## config.mk

```make
export PLATFORM = sky130hd
export DESIGN_NAME = gc_scan_cfg_loader
export DESIGN_NICKNAME = d
export VERILOG_FILES = /design/src/rtl/gc_cfg_pkg.sv /design/src/rtl/gc_cfg_serializer.sv /design/src/rtl/gc_scan_cfg_loader.sv
export SDC_FILE = /design/constraint.sdc
export NUM_CORES = 1
export LEC_CHECK = 0
export CORE_ASPECT_RATIO = 1.5
export CORE_UTILIZATION = 43
export DETAILED_ROUTE_END_ITERATION = 6
export PLACE_DENSITY = 0.76
export SYNTH_ARGS = -nofsm -noshare
export SYNTH_HDL_FRONTEND = slang
export SYNTH_HIERARCHICAL = 1
export SYNTH_SLANG_ARGS = --single-unit
```

## constraint.sdc

```tcl
create_clock -name C -period 1.6 [get_ports C]
set_clock_uncertainty 0.1 [all_clocks]
set_input_delay 0.32 -clock C [delete_from_list [all_inputs] [get_ports C]]
set_output_delay 0.32 -clock C [all_outputs]
set_load 0.01 [all_outputs]
```

## src/rtl/gc_cfg_pkg.sv

```systemverilog
// Shared types for the GC scan configuration loader: FSM state encoding and a width helper.
package gc_cfg_pkg;

  localparam logic [1:0] GC_ST_IDLE  = 2'd0;
  localparam logic [1:0] GC_ST_LOAD  = 2'd1;
  localparam logic [1:0] GC_ST_SHIFT = 2'd2;
  localparam logic [1:0] GC_ST_DONE  = 2'd3;

  typedef enum logic [1:0] {
    IDLE  = GC_ST_IDLE,
    LOAD  = GC_ST_LOAD,
    SHIFT = GC_ST_SHIFT,
    DONE  = GC_ST_DONE
  } gc_ldr_state_t;

  // Index width for a word of w bits; a 1-bit word still needs a 1-bit index.
  function automatic int gc_idx_width(input int w);
    return (w > 1) ? $clog2(w) : 1;
  endfunction

endpackage

```

## src/rtl/gc_cfg_serializer.sv

```systemverilog
// Parallel-load shift register that presents one configuration bit per shift, bit0 first,
// with the current bit index and a flag marking the last bit of the word.
module gc_cfg_serializer
  import gc_cfg_pkg::*;
#(
  parameter int WORD_W = 32,
  parameter int IDX_W  = gc_idx_width(WORD_W)
) (
  input  logic              clk,
  input  logic              rst_n,
  input  logic              load,
  input  logic [WORD_W-1:0] data,
  input  logic              shift,
  output logic              si,
  output logic [IDX_W-1:0]  bit_idx,
  output logic              word_last
);

  logic [WORD_W-1:0] shreg;
  logic [IDX_W-1:0]  idx;

  always_ff @(posedge clk or negedge rst_n) begin
    if (!rst_n) begin
      shreg <= '0;
      idx   <= '0;
    end else if (load) begin
      shreg <= data;
      idx   <= '0;
    end else if (shift) begin
      shreg <= shreg >> 1;
      idx   <= word_last ? '0 : idx + IDX_W'(1);
    end
  end

  // si comes straight from a flop so the chain sees a glitch-free, registered bit.
  assign si        = shreg[0];
  assign bit_idx   = idx;
  assign word_last = (idx == IDX_W'(WORD_W - 1));

endmodule

```

## src/rtl/gc_scan_cfg_loader.sv

```systemverilog
// Streams configuration words bit-serially into a GC scan chain and pulses done after CHAIN_LEN bits.
// Build option GC_SCAN_CFG_LOADER_READBACK_EN adds a deserialiser for the displaced chain contents.
module gc_scan_cfg_loader
  import gc_cfg_pkg::*;
#(
  parameter int  CHAIN_LEN = 1024,
  parameter int  WORD_W    = 32,
  localparam int CNT_W     = $clog2(CHAIN_LEN + 1)
) (
  input  logic              C,
  input  logic              R,
  input  logic              start,
  input  logic [WORD_W-1:0] cfg_data,
  input  logic              cfg_valid,
  output logic              cfg_ready,
  output logic              scan_si,
  output logic              scan_se,
  input  logic              scan_so,
  output logic              ff_en,
  output logic              busy,
  output logic              done,
  output logic [WORD_W-1:0] rd_data,
  output logic              rd_valid,
  output logic [1:0]        state_dbg
);

  localparam int IDX_W = gc_idx_width(WORD_W);

  gc_ldr_state_t    state, state_next;
  logic [CNT_W-1:0] bit_cnt;
  logic [IDX_W-1:0] bit_idx;
  logic             accept, shift_en, word_last, chain_last, bit_last, scan_se_q;

  // Handshake: a word transfers on a rising edge where cfg_valid && cfg_ready; cfg_ready is high
  // only in LOAD and does not depend on cfg_valid, and the word is consumed in full before the next.
  assign cfg_ready  = (state == LOAD);
  assign accept     = cfg_valid && cfg_ready;
  assign shift_en   = (state == SHIFT);
  assign chain_last = (bit_cnt == CNT_W'(CHAIN_LEN - 1));
  assign bit_last   = word_last || chain_last;

  always_comb begin
    state_next = state;
    case (state)
      IDLE:    if (start) state_next = LOAD;
      LOAD:    if (accept) state_next = SHIFT;
      SHIFT:   if (bit_last) state_next = chain_last ? DONE : LOAD;
      DONE:    state_next = IDLE;
      default: state_next = IDLE;
    endcase
  end

  always_ff @(posedge C or negedge R) begin
    if (!R) begin
      state     <= IDLE;
      bit_cnt   <= '0;
      scan_se_q <= 1'b0;
    end else begin
      state     <= state_next;
      scan_se_q <= (state_next == SHIFT);
      if (state == IDLE && start) begin
        bit_cnt <= '0;
      end else if (state == SHIFT) begin
        bit_cnt <= bit_cnt + CNT_W'(1);
      end
    end
  end

  gc_cfg_serializer #(
    .WORD_W (WORD_W),
    .IDX_W  (IDX_W)
  ) u_ser (
    .clk       (C),
    .rst_n     (R),
    .load      (accept),
    .data      (cfg_data),
    .shift     (shift_en),
    .si        (scan_si),
    .bit_idx   (bit_idx),
    .word_last (word_last)
  );

  // Cells hold (E=0, SE=0) whenever the loader owns the chain but is not shifting.
  assign scan_se   = scan_se_q;
  assign ff_en     = (state == IDLE);
  assign busy      = (state != IDLE);
  assign done      = (state == DONE);
  assign state_dbg = state;

`ifdef GC_SCAN_CFG_LOADER_READBACK_EN
  logic [WORD_W-1:0] rb_q, rb_next, rd_data_q;
  logic              rd_valid_q;

  always_comb begin
    rb_next          = rb_q;
    rb_next[bit_idx] = scan_so;
  end

  // Each shift cycle captures the bit leaving the chain; a group closes with its word.
  always_ff @(posedge C or negedge R) begin
    if (!R) begin
      rb_q       <= '0;
      rd_data_q  <= '0;
      rd_valid_q <= 1'b0;
    end else begin
      rd_valid_q <= 1'b0;
      if (state == SHIFT) begin
        if (bit_last) begin
          rd_data_q  <= rb_next;
          rd_valid_q <= 1'b1;
          rb_q       <= '0;
        end else begin
          rb_q <= rb_next;
        end
      end
    end
  end

  assign rd_data  = rd_data_q;
  assign rd_valid = rd_valid_q;
`else
  logic unused_rb;
  assign unused_rb = scan_so ^ (^bit_idx);
  assign rd_data   = '0;
  assign rd_valid  = 1'b0;
`endif

endmodule
```

; Word-level counts from Yosys, hierarchy flattened
; Index checks and enable logic that the tools add are counted.
[word_totals]
inputBits = 37
output_inout_bits = 41
n_memories = 0
register_bits = 51
mem_bits_ro = 0
latchBits = 0
mem_bits_rw = 0
elab_cells = 32
[classes]
n_lt_le_gt_ge = 0
shifts = 0
addsub = 2
n_bitwise = 0
n_eq_ne = 6
n_div = 0
n_mux = 12
mul = 0
n_reduce_logical = 7
[ops]
columns = operator, count
row1 = two-way mux 32 bit, 2
row2 = two-way mux 11 bit, 2
row3 = two-way mux 5 bit, 3
row4 = "adder 11 x 1 -> 11 bit, second input constant", 1
row5 = "== test 11 x 10 -> 1 bit, second input constant", 1
row6 = two-way mux 2 bit, 4
row7 = one-hot mux 2 bit (4 select lines), 1
row8 = "== test 2 bit, second input constant", 3
row9 = nonzero test 2 bit, 3
row10 = "adder 5 x 1 -> 5 bit, second input constant", 1
row11 = "== test 5 bit, second input constant", 1
row12 = "== test 2 x 1 -> 1 bit, second input constant", 1
row13 = logical AND 1 bit, 2
row14 = zero test 2 bit, 1
row15 = logical OR 1 bit, 1

; Longest topological paths before layout
; Gate-level depths: netlist of run 1.
[logic_depth]
depth_word = 5
ltp_mapped = 8
mapped_depth_nobuf = 6

; Modules after synthesis
; Netlist of run 1, hierarchy kept.
[modules_own_cells]
columns = mod, cells_per_inst, area_per_inst_um2, instances, seq_area_each_um2
row1 = gc_cfg_serializer, 164, 1711.6, 1, 925.9
row2 = gc_scan_cfg_loader, 111, 1027.2, 1, 350.3

; Worst setup path before layout of run 1
; No wires, ideal clock.
[synth_timing]
path_kind = reg-to-reg
start = reg state[1] (netlist: state_dbg[1])
end = reg u_ser.shreg[12]
synth_period_minus_slack_ns = 1.831
arrival_ns = 1.655
required_time_ns = 1.424
stages_incl_launch_ff = 8
path_buffers = 3
path_slack_ns = -0.231
setup_time_ns = 0.076
cell_sequence = dfrtp_1 -> buf_6 -> nor2b_1 -> and2_1 -> buf_2 -> clkbuf_1 -> nand2_1 -> o21ai_1
[synth_via]
elab_chain_len = 3
word_cells_on_any_way = 5
cone_classes = eq/ne (2) / mux (1) / reduce/logical (2)
[synth_rtl]
columns = element, line_no
row1 = "start, declared", gc_scan_cfg_loader.sv:29  ; gc_ldr_state_t state, state_next;
row2 = "start signal, assigned", gc_scan_cfg_loader.sv:59  ; state <= state_next;
row3 = == test 2 x 1 -> 1 bit *, gc_scan_cfg_loader.sv:36  ; assign cfg_ready = (state == LOAD);
row4 = net cfg_ready, gc_scan_cfg_loader.sv:15  ; output logic cfg_ready,
row5 = logical AND 1 bit *, gc_scan_cfg_loader.sv:37  ; assign accept = cfg_valid && cfg_ready;
row6 = net accept, gc_scan_cfg_loader.sv:32  ; logic accept, shift_en, word_last, chain_last, bit_last, scan_se_q;
row7 = two-way mux 32 bit / nonzero test 2 bit (equally long branches), n/a
row8 = "end signal, assigned", gc_cfg_serializer.sv:27  ; shreg <= data;
row9 = "end signal, assigned", gc_cfg_serializer.sv:30  ; shreg <= shreg >> 1;
row10 = "end, declared", gc_cfg_serializer.sv:19  ; logic [WORD_W-1:0] shreg;
; The timed path passes the listed nets; every way through them passes the cells marked *.
; A chain may end at the register's enable or synchronous reset.

; Final worst setup path of run 1
[layout_timing]
start = reg state[0] (netlist: state_dbg[0])
end = out ff_en
[layout_via]
elab_chain_len = 1
[layout_rtl]
columns = element, line_no
row1 = zero test 2 bit, gc_scan_cfg_loader.sv:85  ; assign ff_en = (state == IDLE);
row2 = "end, declared", gc_scan_cfg_loader.sv:19  ; output logic ff_en,
; No other way between the ends.

==> results of run 1 <==
==> state kept, by name, summed over array words and instances (netlist names) <==
name and count:
state_dbg 2, u_ser/shreg 32, u_ser/bit_idx 5, scan_se 1
bit_cnt 11
==> worst paths after layout <==
kind | endpoint | slack [ns] | cells past startpoint
setup / recovery | ff_en | -0.03 | 3
hold / removal | bit_cnt[9] | 0.40 | 1
setup reg to reg | u_ser/bit_idx[3] | -0.03 | 5
hold reg to reg | bit_cnt[9] | 0.40 | 1
max in group asynchronous | state_dbg[0] | 0.60 | 3
min in group asynchronous | u_ser/shreg[22] | 0.42 | 3
==> cells in the final DEF, fill, tap and decap left out, drive strengths merged, types with 2 or more instances in the layout <==
cell / instances
a21oi: 7
a2bb2oi: 2
and2: 2
buf: 30
clkbuf: 7
clkdlybuf4s50: 34
clkinv: 2
conb: 33
dfrtp: 51
dlygate4sd2: 3
ha: 3
inv: 6
mux2i: 36
nand2: 44
nand2b: 2
nand3: 6
nand4: 2
nor2: 3
nor2b: 3
nor4: 2
o211ai: 2
o21ai: 36
o311ai: 2
o31ai: 2
or3b: 2
or4: 3
==> routing by layer <==
| metal | part of all wire | vias to the layer above | routed length (microns) | track usage |
|---|---|---|---|---|
| met4 | 0.022 | 0 | 116 | 0.0704 |
| met5 | 0 | - | 0 | 0 |
| met3 | 0.046 | 10 | 249 | 0.0287 |
| li1 | - | 1009 | - | - |
| met1 | 0.40 | 962 | 2140 | 0.209 |
| met2 | 0.53 | 67 | 2870 | 0.315 |
==> power groups by stage <==
stage | clock network, uW | logic (uW) | registers [uW]
floorplan | 0 | 1560 | 2110
global placement | 0 | 2330 | 2110
detailed placement | 0 | 2420 | 2140
CTS | 792 | 2500 | 2120
global route | 848 | 2820 | 2190
finish | 765 | 2550 | 2120
==> what timing repair did <==
action	CTS	global route
hold endpoints to repair	51	0
gates cloned	1	0
hold buffers	1	0
endpoints found under the setup margin	12	22
gates resized for setup	24	11
buffers inserted	1	1
pin swaps	3	2
==> layout make-up <==
| cell class | instances | area [sq um] |
|---|---|---|
| multi-input combinational | 203 | 1320 |
| tap | 74 | 92.6 |
| fill | 550 | 2620 |
| sequential | 51 | 1280 |
| inverter | 7 | 31.3 |
| clock inverter | 1 | 8.76 |
| timing repair buffer | 70 | 702 |
| clock buffer | 7 | 86.3 |
==> critical path, cell delays in order, from the launching register on <==
cell	delay, ns
sky130_fd_sc_hd__dfrtp_2	0.41
sky130_fd_sc_hd__or2_2	0.32
sky130_fd_sc_hd__inv_1	0.06
sky130_fd_sc_hd__buf_2	0.12
==> stage by stage <==
stage	utilization	worst slack [ns]	std cells	area (sq um)
after detailed placement	0.542	-0.275	401	3320
after CTS	0.565	-0.0279	412	3460
after floorplan	-	-0.0381	307	2900
after global placement	0.542	-0.243	401	3320
after global routing	0.573	-0.114	413	3510
final	0.573	-0.0275	413	3510
==> cell families (layout without fill, tap and decap cells) <==
| group | after synthesis | after routing | share of synthesized area |
|---|---|---|---|
| AO/OA/AOI/OAI | 56 | 56 | 0.116 |
| adder cells (fa/ha/maj) | 3 | 3 | 0.0137 |
| buffers and inverters | 53 | 85 | 0.127 |
| flip-flops | 51 | 51 | 0.466 |
| multiplexers | 36 | 36 | 0.132 |
| other | 1 | 33 | 0.00137 |
| AND/OR/NAND/NOR | 75 | 75 | 0.144 |
==> results by group, run 1 <==
Global route
  – Grt total ovfl: 0
  – Number of antenna violations at the first check in global routing: 0
  – Overall routing resource usage: 0.179
  – Pin count of the biggest net entering global routing: 36
  – First-pass GRT wire length: just over 9 mm
  – Vias in the first global route: 1,990

Floorplan
  – Core Footprint: 6130 sq um
  – Die height: around 100 microns
  – Area of the die: approximately 6700 sq um
  – Number of top-level design ports: 78
  – Rows: 35
  – X dimension of the die: approximately 67 microns
  – Effective utilization at floorplan: 0.447

Synth
  – FF+latch count, synth: 51
  – Most numerous cell types in the synthesized netlist: sky130_fd_sc_hd__dfrtp_1, sky130_fd_sc_hd__nand2_1, sky130_fd_sc_hd__mux2i_1, sky130_fd_sc_hd__buf_4, sky130_fd_sc_hd__o21ai_0
  – Fraction of synthesized cell area taken by the top area cell type: 0.466
  – Ranking of synthesized cells by area: sky130_fd_sc_hd__dfrtp_1, sky130_fd_sc_hd__mux2i_1, sky130_fd_sc_hd__buf_4, sky130_fd_sc_hd__nand2_1, sky130_fd_sc_hd__o21ai_0
  – Cell area after synthesis: 2740 sq um
  – Sequential-to-total area share from yosys stat: 0.466
  – Number of flops mapped to enable cells by yosys: 0
  – Area leader, netlist: sky130_fd_sc_hd__dfrtp_1
  – Library cell with the highest instance count after synthesis: sky130_fd_sc_hd__dfrtp_1
  – Fraction of synthesis flops using an asynchronous set or reset pin: 1.00
  – Primary FF master, synth: sky130_fd_sc_hd__dfrtp_1
  – Yosys synthesis warning count: 6
  – Unique masters post-synth: 43
  – Synthesized area divided by synthesized cell count: roughly 10 sq um
  – Instance count of the mapped netlist: 275

Routing
  – Detail-routed net length per standard cell: between 10 and 15 microns
  – DRT Pass-1 Iters: 4
  – Total routed wirelength: about 5.4 mm
  – Count of nets left with antenna violations after detail routing: 0
  – Number of DRC violations after detailed-routing iteration 0: about 120
  – Total DRC errors in the routed layout: 0
  – Vias per cell: ~5.0
  – Via total after detailed routing: roughly 2,000

Clock network
  – Clock tree from TritonCTS: done
  – Clock root cell: sky130_fd_sc_hd__clkbuf_8
  – Clock sink count: slightly above 50
  – Max clock buf depth: 2
  – Clock latency at the later pin of the worst-skew pair: 0.30 ns
  – Clock buffers created by TritonCTS: 5
  – CTS clk-pin slew, worst paths: 0.09 ns
  – Clock H-tree levels: 2

Power
  – P_int: 3510 uW
  – Total power density per cell area: approximately 1500 nW/um^2
  – Share of total power in the clock network: 0.141
  – Pwr Total: 5430 uW
  – NetSw: between 1500 and 2000 uW
  – Switching part of the total power: 0.354
  – Share of total power in combinational logic: 0.470
  – Peak VDD IR: between 0.6 and 0.7 mV
  – Register share of total power: 0.389
  – Leakage component of the power: approximately 0.0016 uW

Final layout
  – Final nets: 378
  – Area growth from synthesis to layout: 28.3%
  – ANT cells: 0
  – Share of post-route cells with drive strength above 1: 0.177

Timing
  – Final WS setup: -0.0275 ns
  – Tightest hold margin: between 0.3 and 0.4 ns
  – Number of max-slew violations in the final report: 0
  – Sum of negative setup slack: -0.0707 ns
  – Maximum frequency from static timing analysis: between 600 and 700 MHz
  – Final Setup Violations: 3
  – Final Hold Vio Count: 0
  – RSZ-0062 raised after global routing: yes
  – Clock period minus worst slack: between 1.5 and 2 ns
  – Final period utilization: 1.02

Outcome
  – Violations in the final reports: setup timing
  – Result of the run: complete, but fails checks

Hold path
  – Path type of the worst min-delay path: reg2reg
  – Hold Startpoint: bit_cnt[9]

Worst setup path
  – Arrival time at the worst endpoint: ~1.2 ns
  – Crit Path Max Fanout: 2
  – Kind of start point of the critical path: flop
  – Critical Path End Type: output pin
  – Worst Setup Path Type: reg2out
  – R2R Path Start: u_ser/bit_idx[1]
  – CP Launch Point: state_dbg[0]
  – Worst EP required: approximately 1.2 ns

Placement
  – Placed wire-length estimate after detailed placement: 3.79 mm
  – Routability congestion estimate: between 0.8 and 0.9
  – Number of buffer cells added on primary ports: between 40 and 50

Flow run
  – Max capacitance violation total: 0
No activity file was read; power rests on OpenSTA's default activity.
==> inputs of run 2 (changes only) <==
- CORE_UTILIZATION: 43 -> 45
- CTS_BUF_LIST: unset -> sky130_fd_sc_hd__clkbuf_2 sky130_fd_sc_hd__clkbuf_4 sky130_fd_sc_hd__clkbuf_8
- PLACE_DENSITY: 0.76 -> 0.79
==> run 2 against run 1 <==
Against the previous run:
- the run still ends with setup timing left
- sequential power is essentially flat
- critical endpoint is now u_ser/bit_idx[3]
- cell area grew 4.6%
- first-iteration DRC count grew 9.2%
- wire length grew 11%
- non-clock buffer count grew 14
- utilization grew 5.7 points
==> results by group, run 2 (same netlist as run 1, synthesis figures left out) <==
Hold path
  – Path type of the worst min-delay path: in2async

Placement
  – Placed cell count: 405 (+1.0%)
  – Number of buffer cells added on primary ports: 43 (unchanged)
  – Routability congestion estimate: 0.882 (+7.9%)
  – Worst slack at placement: -0.278 ns (-0.00300 ns)
  – Placed wire-length estimate after detailed placement: 3.93 mm (+3.9%)
  – Placed Area: 3350 sq um (+0.90%)

Global route
  – Vias in the first global route: 2,210 (+11%)
  – Overall routing resource usage: 0.180 (+0.00123)
  – Pin count of the biggest net entering global routing: 30 (-17%)
  – Number of antenna violations at the first check in global routing: 0 (unchanged)
  – First-pass GRT wire length: 9.15 mm (+1.1%)
  – Grt total ovfl: 0 (unchanged)

Worst setup path
  – Worst Setup Path Type: reg2reg
  – Maximum cell stage delay along the critical path: 0.42 ns (about the same)
  – Kind of start point of the critical path: flop
  – Reg2Reg Setup Slack: -0.08 ns (-0.05 ns)
  – Arrival time at the worst endpoint: 1.81 ns (+0.60 ns)
  – Kind of cell adding the most delay to the critical path: simple AND/OR/NAND/NOR gates
  – Worst EP required: 1.73 ns (+0.55 ns)
  – Cells along the critical path: ha_2, and3_4, ha_4, or4_4, a21oi_2
  – Register-to-Register Path Depth: 5 (unchanged)
  – Library cell contributing the largest single delay on the critical path: sky130_fd_sc_hd__or4_4
  – Crit Path Max Fanout: 6 (+4)
  – R2R Path Start: u_ser/bit_idx[0]
  – Critical Path End Type: flop
  – Endpoint of the worst-slack reg-to-reg timing path: u_ser/bit_idx[3]
  – Critical path buffer and inverter count: 0 (-2)

Flow run
  – Max capacitance violation total: 0 (unchanged)

Timing
  – RSZ-0062 raised after global routing: yes
  – Final Setup Violations: 2 (-1)
  – Number of max-slew violations in the final report: 0 (unchanged)
  – Final period utilization: 1.05 (+0.0315)
  – Final Hold Vio Count: 0 (unchanged)
  – Final WS setup: -0.0779 ns (-0.0505 ns)
  – Clock period minus worst slack: 1.68 ns (+0.0505 ns)
  – Sum of negative setup slack: -0.105 ns (-0.0346 ns)
  – Maximum frequency from static timing analysis: 596 MHz (-3.0%)

Final layout
  – Final nets: 393 (+4.0%)
  – Most used cells in the layout excluding fill and tap cells: sky130_fd_sc_hd__dfrtp_1, sky130_fd_sc_hd__nand2_1, sky130_fd_sc_hd__mux2i_1, sky130_fd_sc_hd__clkdlybuf4s50_1, sky130_fd_sc_hd__conb_1
  – Cell Count, Final, Fillers Out: 426 (+3.1%)
  – Number of inserted filler cells in the final layout: 484 (-12%)
  – Max reg flops: 32 (unchanged)
  – Register with the highest flop count: u_ser/shreg
  – End-of-flow core utilization: 0.631 (+0.0575)
  – Share of post-route cells with drive strength above 1: 0.215 (+0.0377)
  – Most common library cell in the layout ignoring fill and taps: sky130_fd_sc_hd__dfrtp_1
  – Post-route cell area: 3680 sq um (+4.6%)
  – ANT cells: 0 (unchanged)
  – Area growth from synthesis to layout: 34.2%

Routing
  – DRT Pass-1 Iters: 4 (unchanged)
  – Number of DRC violations after detailed-routing iteration 0: 130 (+9.2%)
  – Detail-routed net length per standard cell: 14.0 microns (+7.3%)
  – Count of nets left with antenna violations after detail routing: 0 (unchanged)
  – Via total after detailed routing: 2,164 (+5.7%)
  – Total DRC errors in the routed layout: 0 (unchanged)
  – Vias per cell: 5.08 (+2.4%)
  – Total routed wirelength: 5.96 mm (+11%)

Clock network
  – CTS clk-pin slew, worst paths: 0.10 ns (about the same)
  – Clock sink count: 51 (unchanged)
  – Clock tree from TritonCTS: done
  – Max clock buf depth: 2 (unchanged)
  – Clock latency at the later pin of the worst-skew pair: 0.31 ns (about the same)
  – Clock buffers created by TritonCTS: 5 (unchanged)
  – Clock H-tree levels: 2 (unchanged)
  – Clock root cell: sky130_fd_sc_hd__clkbuf_8

Floorplan
  – Core Footprint: 5830 sq um (-4.9%)
  – Effective utilization at floorplan: 0.470 (+0.0232)
  – X dimension of the die: 65.7 microns (-2.2%)
  – Rows: 34 (-2.9%)
  – Number of top-level design ports: 78 (unchanged)
  – Area of the die: 6410 sq um (-4.3%)
  – Die height: 97.6 microns (-2.2%)

Power
  – Total power density per cell area: 1560 nW/um^2 (+1.1%)
  – Leakage component of the power: 0.00166 uW (+5.8%)
  – Peak VDD IR: 0.791 mV (+24%)

Outcome
  – Result of the run: complete, but fails checks
  – Violations in the final reports: setup timing
run 2: timing repair:
| action | 4_1_cts | 5_1_grt |
|---|---|---|
| gates cloned | 0 | 5 |
| endpoints found under the setup margin | 41 | 36 |
| hold endpoints to repair | 51 | 0 |
| hold buffers | 1 | 0 |
| pin swaps | 4 | 1 |
| buffers inserted | 3 | 4 |
| resized for setup | 27 | 14 |
run 2: power breakdown:
group	switching [uW]	internal [uW]
clock network	419	506
logic	1280	1420
registers	302	1810
run 2: through the flow:
step	hold slack, ns	power (uW)
after floorplan	-0.0756	3670
after global placement	0.219	4450
after detailed placement	0.219	4560
after CTS	0.414	5480
after global routing	0.424	6130
final	0.413	5750
run 2: metal layers:
layer,part of all wire,vias to the layer above,global-route usage
li1,-,1046,-
met1,0.39,1028,0.188
met2,0.54,78,0.338
met3,0.048,12,0.0305
met4,0.023,0,0.0702
met5,0,-,0
run 2: area by class of cell:
| cell class | instances | area (sq um) | share of cell area |
|---|---|---|---|
| multi-input combinational | 204 | 1330 | 0.361 |
| sequential | 51 | 1280 | 0.348 |
| timing repair buffer | 84 | 831 | 0.226 |
| tap | 72 | 90.1 | 0.0245 |
| clock buffer | 6 | 82.6 | 0.0225 |
| clock inverter | 2 | 35.0 | 0.00953 |
| inverter | 7 | 31.3 | 0.00851 |
run 2: worst max-delay path by stage:
stage	slack [ns]	to	cells past startpoint	from
2_1_floorplan	-0.04	u_ser/bit_idx[3]	7	state_dbg[1]
3_3_place_gp	-0.24	bit_cnt[8]	4	start
3_5_place_dp	-0.28	bit_cnt[8]	4	start
4_1_cts	-0.04	u_ser/bit_idx[3]	5	u_ser/bit_idx[0]
5_1_grt	-0.13	u_ser/bit_idx[3]	5	u_ser/bit_idx[0]
6_report	-0.08	u_ser/bit_idx[3]	5	u_ser/bit_idx[0]
run 2: worst register-to-register path: stages, from the launching register on:
cell and delay (ns):
sky130_fd_sc_hd__dfrtp_1 0.40, sky130_fd_sc_hd__ha_2 0.20, sky130_fd_sc_hd__and3_4 0.16, sky130_fd_sc_hd__ha_4 0.19
sky130_fd_sc_hd__or4_4 0.43, sky130_fd_sc_hd__a21oi_2 0.15
